File: src/rtl/tx_frame_sched.sv
// Transmit frame scheduler: pops rate-buffer entries, validates and clamps them,
// issues one generator request at a time, enforces the inter-frame gap and keeps statistics.
module tx_frame_sched #(
    parameter int unsigned STR_NUM = 8,
    parameter int unsigned IFG_CYC = 12,
    parameter int unsigned MIN_LEN = 64,
    parameter int unsigned MAX_LEN = 9600
) (
    input  logic        clk,
    input  logic        rst_n,
    input  logic        tx_test_pulse,
    input  logic        tx_test_level,
    input  logic        rb_empty,
    output logic        rb_rd,
    input  logic [17:0] rb_rd_data,
    output logic        gen_req,
    output logic [3:0]  gen_strm,
    output logic [13:0] gen_len,
    input  logic        gen_ack,
    input  logic        gen_done,
    output logic        busy,
    input  logic [2:0]  stat_sel,
    output logic [31:0] stat_cnt,
    output logic [15:0] drop_cnt,
    output logic [15:0] clamp_cnt
);

    localparam int unsigned LEN_W  = 14;
    localparam int unsigned STRM_W = 4;
    localparam int unsigned CNT_W  = 32;
    localparam int unsigned SAT_W  = 16;
    localparam int unsigned GAP_W  = (IFG_CYC > 1) ? $clog2(IFG_CYC) : 1;

    typedef enum logic [2:0] {
        S_IDLE  = 3'd0,
        S_FETCH = 3'd1,
        S_LOAD  = 3'd2,
        S_REQ   = 3'd3,
        S_SEND  = 3'd4,
        S_GAP   = 3'd5
    } state_t;

    state_t              r_state;
    state_t              w_state_nxt;

    logic                r_rb_rd;
    logic                r_gen_req;
    logic                r_busy;
    logic [STRM_W-1:0]   r_gen_strm;
    logic [LEN_W-1:0]    r_gen_len;
    logic [GAP_W-1:0]    r_gap_cnt;
    logic                r_abort;
    logic [CNT_W-1:0]    r_str_cnt [STR_NUM];
    logic [SAT_W-1:0]    r_drop_cnt;
    logic [SAT_W-1:0]    r_clamp_cnt;
    logic [CNT_W-1:0]    r_stat_cnt;

    logic [STRM_W-1:0]   w_strm;
    logic [LEN_W-1:0]    w_len;
    logic                w_strm_ok;
    logic [LEN_W-1:0]    w_len_clamp;
    logic                w_clamp_hit;
    logic                w_load;
    logic                w_drop;
    logic                w_issue;
    logic                w_gap_load;
    logic                w_abort_set;
    logic                w_abort_clr;
    logic [CNT_W-1:0]    w_stat_mux;

    assign w_strm    = rb_rd_data[17:14];
    assign w_len     = rb_rd_data[13:0];
    assign w_strm_ok = (32'(w_strm) < STR_NUM);

    // Length clamp into [MIN_LEN, MAX_LEN]
    always_comb begin
        w_len_clamp = w_len;
        w_clamp_hit = 1'b0;
        if (w_len < LEN_W'(MIN_LEN)) begin
            w_len_clamp = LEN_W'(MIN_LEN);
            w_clamp_hit = 1'b1;
        end else if (w_len > LEN_W'(MAX_LEN)) begin
            w_len_clamp = LEN_W'(MAX_LEN);
            w_clamp_hit = 1'b1;
        end
    end

    // Next-state and per-cycle event decode
    always_comb begin
        w_state_nxt = r_state;
        w_load      = 1'b0;
        w_drop      = 1'b0;
        w_issue     = 1'b0;
        w_gap_load  = 1'b0;
        w_abort_set = 1'b0;
        w_abort_clr = 1'b0;
        case (r_state)
            S_IDLE: begin
                if (tx_test_level && !rb_empty && !tx_test_pulse) begin
                    w_state_nxt = S_FETCH;
                end
            end
            S_FETCH: begin
                w_state_nxt = tx_test_pulse ? S_IDLE : S_LOAD;
            end
            S_LOAD: begin
                if (tx_test_pulse) begin
                    w_state_nxt = S_IDLE;
                end else if (!w_strm_ok) begin
                    w_drop      = 1'b1;
                    w_state_nxt = S_IDLE;
                end else begin
                    w_load      = 1'b1;
                    w_state_nxt = S_REQ;
                end
            end
            S_REQ: begin
                if (tx_test_pulse) begin
                    w_state_nxt = S_IDLE;
                end else if (gen_ack) begin
                    w_issue     = 1'b1;
                    w_state_nxt = S_SEND;
                end
            end
            S_SEND: begin
                // A restart mid-frame still lets the frame and its gap finish
                w_abort_set = tx_test_pulse;
                if (gen_done) begin
                    w_gap_load  = 1'b1;
                    w_state_nxt = S_GAP;
                end
            end
            S_GAP: begin
                if (tx_test_pulse) begin
                    w_state_nxt = S_IDLE;
                end else if (r_gap_cnt == '0) begin
                    if (tx_test_level && !rb_empty && !r_abort) begin
                        w_state_nxt = S_FETCH;
                    end else begin
                        w_state_nxt = S_IDLE;
                    end
                end
                w_abort_clr = (w_state_nxt != S_GAP);
            end
            default: begin
                w_state_nxt = S_IDLE;
            end
        endcase
    end

    // State register and registered control outputs
    always_ff @(posedge clk) begin
        if (!rst_n) begin
            r_state   <= S_IDLE;
            r_rb_rd   <= 1'b0;
            r_gen_req <= 1'b0;
            r_busy    <= 1'b0;
        end else begin
            r_state   <= w_state_nxt;
            r_rb_rd   <= (w_state_nxt == S_FETCH);
            r_gen_req <= (w_state_nxt == S_REQ);
            r_busy    <= (w_state_nxt != S_IDLE);
        end
    end

    // Request payload, gap timer and abort flag
    always_ff @(posedge clk) begin
        if (!rst_n) begin
            r_gen_strm <= '0;
            r_gen_len  <= '0;
            r_gap_cnt  <= '0;
            r_abort    <= 1'b0;
        end else begin
            if (w_load) begin
                r_gen_strm <= w_strm;
                r_gen_len  <= w_len_clamp;
            end
            if (w_gap_load) begin
                r_gap_cnt <= GAP_W'(IFG_CYC - 1);
            end else if (r_state == S_GAP && r_gap_cnt != '0) begin
                r_gap_cnt <= r_gap_cnt - GAP_W'(1);
            end
            if (w_abort_set) begin
                r_abort <= 1'b1;
            end else if (w_abort_clr) begin
                r_abort <= 1'b0;
            end
        end
    end

    // Statistics; a test restart clear takes precedence over any increment
    always_ff @(posedge clk) begin
        if (!rst_n || tx_test_pulse) begin
            for (int unsigned i = 0; i < STR_NUM; i++) begin
                r_str_cnt[i] <= '0;
            end
            r_drop_cnt  <= '0;
            r_clamp_cnt <= '0;
        end else begin
            for (int unsigned i = 0; i < STR_NUM; i++) begin
                if (w_issue && 32'(r_gen_strm) == i) begin
                    r_str_cnt[i] <= r_str_cnt[i] + CNT_W'(1);
                end
            end
            if (w_drop && r_drop_cnt != '1) begin
                r_drop_cnt <= r_drop_cnt + SAT_W'(1);
            end
            if (w_load && w_clamp_hit && r_clamp_cnt != '1) begin
                r_clamp_cnt <= r_clamp_cnt + SAT_W'(1);
            end
        end
    end

    always_comb begin
        w_stat_mux = '0;
        for (int unsigned i = 0; i < STR_NUM; i++) begin
            if (32'(stat_sel) == i) begin
                w_stat_mux = r_str_cnt[i];
            end
        end
    end

    always_ff @(posedge clk) begin
        if (!rst_n) begin
            r_stat_cnt <= '0;
        end else begin
            r_stat_cnt <= w_stat_mux;
        end
    end

    assign rb_rd     = r_rb_rd;
    assign gen_req   = r_gen_req;
    assign gen_strm  = r_gen_strm;
    assign gen_len   = r_gen_len;
    assign busy      = r_busy;
    assign stat_cnt  = r_stat_cnt;
    assign drop_cnt  = r_drop_cnt;
    assign clamp_cnt = r_clamp_cnt;

endmodule

File: config.mk
export PLATFORM = sky130hd
export DESIGN_NAME = tx_frame_sched
export DESIGN_NICKNAME = d
export VERILOG_FILES = /design/src/rtl/tx_frame_sched.sv
export SDC_FILE = /design/constraint.sdc
export NUM_CORES = 1
export LEC_CHECK = 0
export BUFFER_PORTS_ARGS = -buffer_cell sky130_fd_sc_hd__clkbuf_2
export CAP_MARGIN = 40
export CORE_MARGIN = 2
export CORE_UTILIZATION = 56
export DETAILED_ROUTE_END_ITERATION = 12
export GPL_TIMING_DRIVEN = 0
export PLACE_DENSITY = 0.87
export SLEW_MARGIN = 20
export SYNTH_ARGS = -nofsm -noshare
export SYNTH_HDL_FRONTEND = slang
export SYNTH_SLANG_ARGS = --single-unit
File: constraint.sdc
create_clock -name clk -period 3.8 [get_ports clk]
set_input_delay 0.38 -clock clk [delete_from_list [all_inputs] [get_ports clk]]
set_output_delay 0.38 -clock clk [all_outputs]
set_load 0.02 [all_outputs]
==> flow_metrics.env <==
export IMPL_placed_area_um2=20600
export IMPL_core_um2=33600
export IMPL_fin_crit_ps=3080
export IMPL_worst_r2r_path_depth=8
export IMPL_clock_fmax_mhz=324
export IMPL_post_cts_resized=0
export IMPL_cts_root_buf="clkbuf_16"
export IMPL_outcome="finished clean"
export IMPL_synth_top_area_share_pct=40.1
export IMPL_numCtsBuffers=38
export IMPL_crit_arrival_ps=3420
export IMPL_grt_antenna_before_repair=1
export IMPL_synth_simple_gate_area_share_pct=23.0
export IMPL_ant_nets=0
export IMPL_areaGrowthSynthToFinish_pct=14.3
export IMPL_netlist_area_um2=19200
export IMPL_cts_setup_buffers=0
export IMPL_whs_path_depth=3
export IMPL_die_w_um=189
export IMPL_critPathKind="reg -> reg"
export IMPL_syn_nets=1949
export IMPL_gp_congestion=0.955
export IMPL_ys_ff_latch=349
export IMPL_report_final_slew_viol_count=0
export IMPL_finalHoldViolCount=0
export IMPL_globalRouteMet1Util_pct=37.6
export IMPL_grt_total_usage_pct=29.4
export IMPL_synth_top_area_cell="edfxtp_1"
export IMPL_avgSynthCellArea_um2=10.0
export IMPL_synthCells=1910
export IMPL_cts_tree="built"
export IMPL_fp_dieArea_um2=35700
export IMPL_start_util_pct=57.0
export IMPL_yosysWarnings=0
export IMPL_max_slew_margin_pct=48.0
export IMPL_via_per_inst=6.51
export IMPL_io_pins=113
export IMPL_final_cell_area_um2=21900
export IMPL_yosysMostFrequentCell="nor2_1"
export IMPL_synthMuxAreaShare_pct=5.90
export IMPL_worstPathRequired_ps=4140
export IMPL_hold_buffers=0
export IMPL_synth_adder_area_share_pct=0.718
export IMPL_portBuffers=110
export IMPL_drv_cap=0
export IMPL_worst_setup_path_end_kind="flop"
export IMPL_grt_pass1_vias=15500
export IMPL_vias=16600
export IMPL_synthFlopType="edfxtp_1"
export IMPL_fin_nets=2113
export IMPL_fin_skew_ps=28.8
export IMPL_grt_setup_unrepaired="false"
export IMPL_synth_xor_area_share_pct=10.6
export IMPL_ys_top_cells_by_count="nor2_1 (335), edfxtp_1 (256), xor2_1 (118)"
export IMPL_ir_drop_mv=0.312
export IMPL_synthArstFlopShare_pct=0
export IMPL_synth_cell_types=57
export IMPL_hp_class="in -> reg"
export IMPL_ys_seq_area_share_pct=49.8
export IMPL_cp_start_kind="flop"
export IMPL_leakage_nw=7.25
export IMPL_power_density_nw_per_um2=407
export IMPL_grt_max_degree=26
export IMPL_clockBufferDepth=3
export IMPL_final_util_pct=65.2
export IMPL_wl_per_cell_um=21.1
export IMPL_insertion_delay_ps=540
export IMPL_grt_overflow=0
export IMPL_grt_pass1_wl_um=83400
export IMPL_final_setup_viol_count=0
export IMPL_path_clk_slew_ps=60
export IMPL_firstDrtPassIters=7
export IMPL_grt_use_met2_pct=48.9
export IMPL_wirelength_um=54000
export IMPL_drc=0
export IMPL_worstMarginPinSlew_ps=779
export IMPL_period_share_pct=81.1
export IMPL_rows=67
export IMPL_synth_edf_count=256
export IMPL_dieHeight_um=189
export IMPL_dpl_hpwl_um=38900
export IMPL_top_usage_layer="met2"
export IMPL_drive_gt1_share_pct=12.6
export IMPL_drt_iter0_drc=2419
export IMPL_synth_compound_area_share_pct=7.23
export IMPL_clock_sinks=349
export IMPL_use_met3_pct=4.37
export IMPL_synth_top_family_by_area="simple AND/OR/NAND/NOR gates"
export IMPL_cts_max_level=2
export IMPL_cp_max_fo=10
export IMPL_netlist_top_cells_area="edfxtp_1 (40%), dfxtp_1 (9.7%), nor2_1 (6.6%)"
==> worst max-delay path, stage by stage (launching register included) <==
cell and delay, ps:
dfxtp_1 320, clkbuf_1 300, nand4b_1 270, or4_1 460
clkbuf_1 300, or3_1 420, clkbuf_1 220, clkbuf_1 330
nor2_1 280
==> power breakdown <==
part | switching (mW) | internal, mW | leakage (nW)
clock network | 1.54 | 2.29 | 0.643
logic | 0.392 | 0.251 | 3.00
registers | 0.198 | 4.24 | 3.60
total | 2.13 | 6.78 | 7.25
==> cells by family after synthesis <==
group           count (synthesis)
flops                         349
xor+xnor                      232
buf+inv                       136
mux                            67
fa+ha+maj                      11
compound gates                224
simple gates                  891
==> stage by stage <==
step	total power, mW	hold slack, ps	TNS (ps)	instances	setup WS, ps
final	8.92	82.8	0	2552	718
after detailed placement	5.12	447	0	2480	725
after floorplan	4.85	472	-24500	1910	-233
after global routing	9.14	89.9	0	2551	599
after CTS	8.91	65.8	0	2549	811
after global placement	5.08	441	-317970	2468	-1480
==> final timing paths <==
check,from,end,slack [ps]
setup / recovery,r_state[1],r_str_cnt[0][36],720
setup reg to reg,r_state[1],r_str_cnt[0][36],720
hold / removal,rb_rd_data[14],gen_strm[0],80
hold reg to reg,gen_len[12],gen_len[12],450
==> cell usage in the layout, fill, tap and decap left out, types with 34 or more instances in the layout <==
master       n
dfxtp_1     93
xnor2_1    114
nor2_1     335
nand2_1    116
o21ai_0     59
clkbuf_1    96
clkbuf_16   40
mux4_2      34
clkbuf_2   111
nand4_1     78
nor4_1      38
nand3_1    110
edfxtp_1   256
and3_1      35
xor2_1     118
inv_1       38
a21oi_1     52
nor3_1      53
and4_1      39
==> metal layers <==
layer | wire, um | part of all wire [%]
met1 | 19600 | 36
met2 | 25700 | 48
met3 | 5690 | 11
met4 | 2930 | 5.4
met5 | 15 | 0.028
==> state kept, by name, indices dropped and copies added (netlist names) <==
signal and flops:
r_gap_cnt 4, drop_cnt 16, rb_rd 1, clamp_cnt 16, r_state 3, stat_cnt 32
r_str_cnt 256, busy 1, gen_strm 4, r_abort 1, gen_req 1, gen_len 14
==> cell type report <==
class	count	area, um2
fillers	2417	11700
inverters	39	146
multi-input cells	1425	9200
diodes	1	2.50
flip-flops and latches	349	9550
plain buffers	97	380
clock inverters	14	151
well taps	448	561
clock buffers	55	1140
repair buffers	124	787
Note: power is estimated with default switching activity, not from simulation.
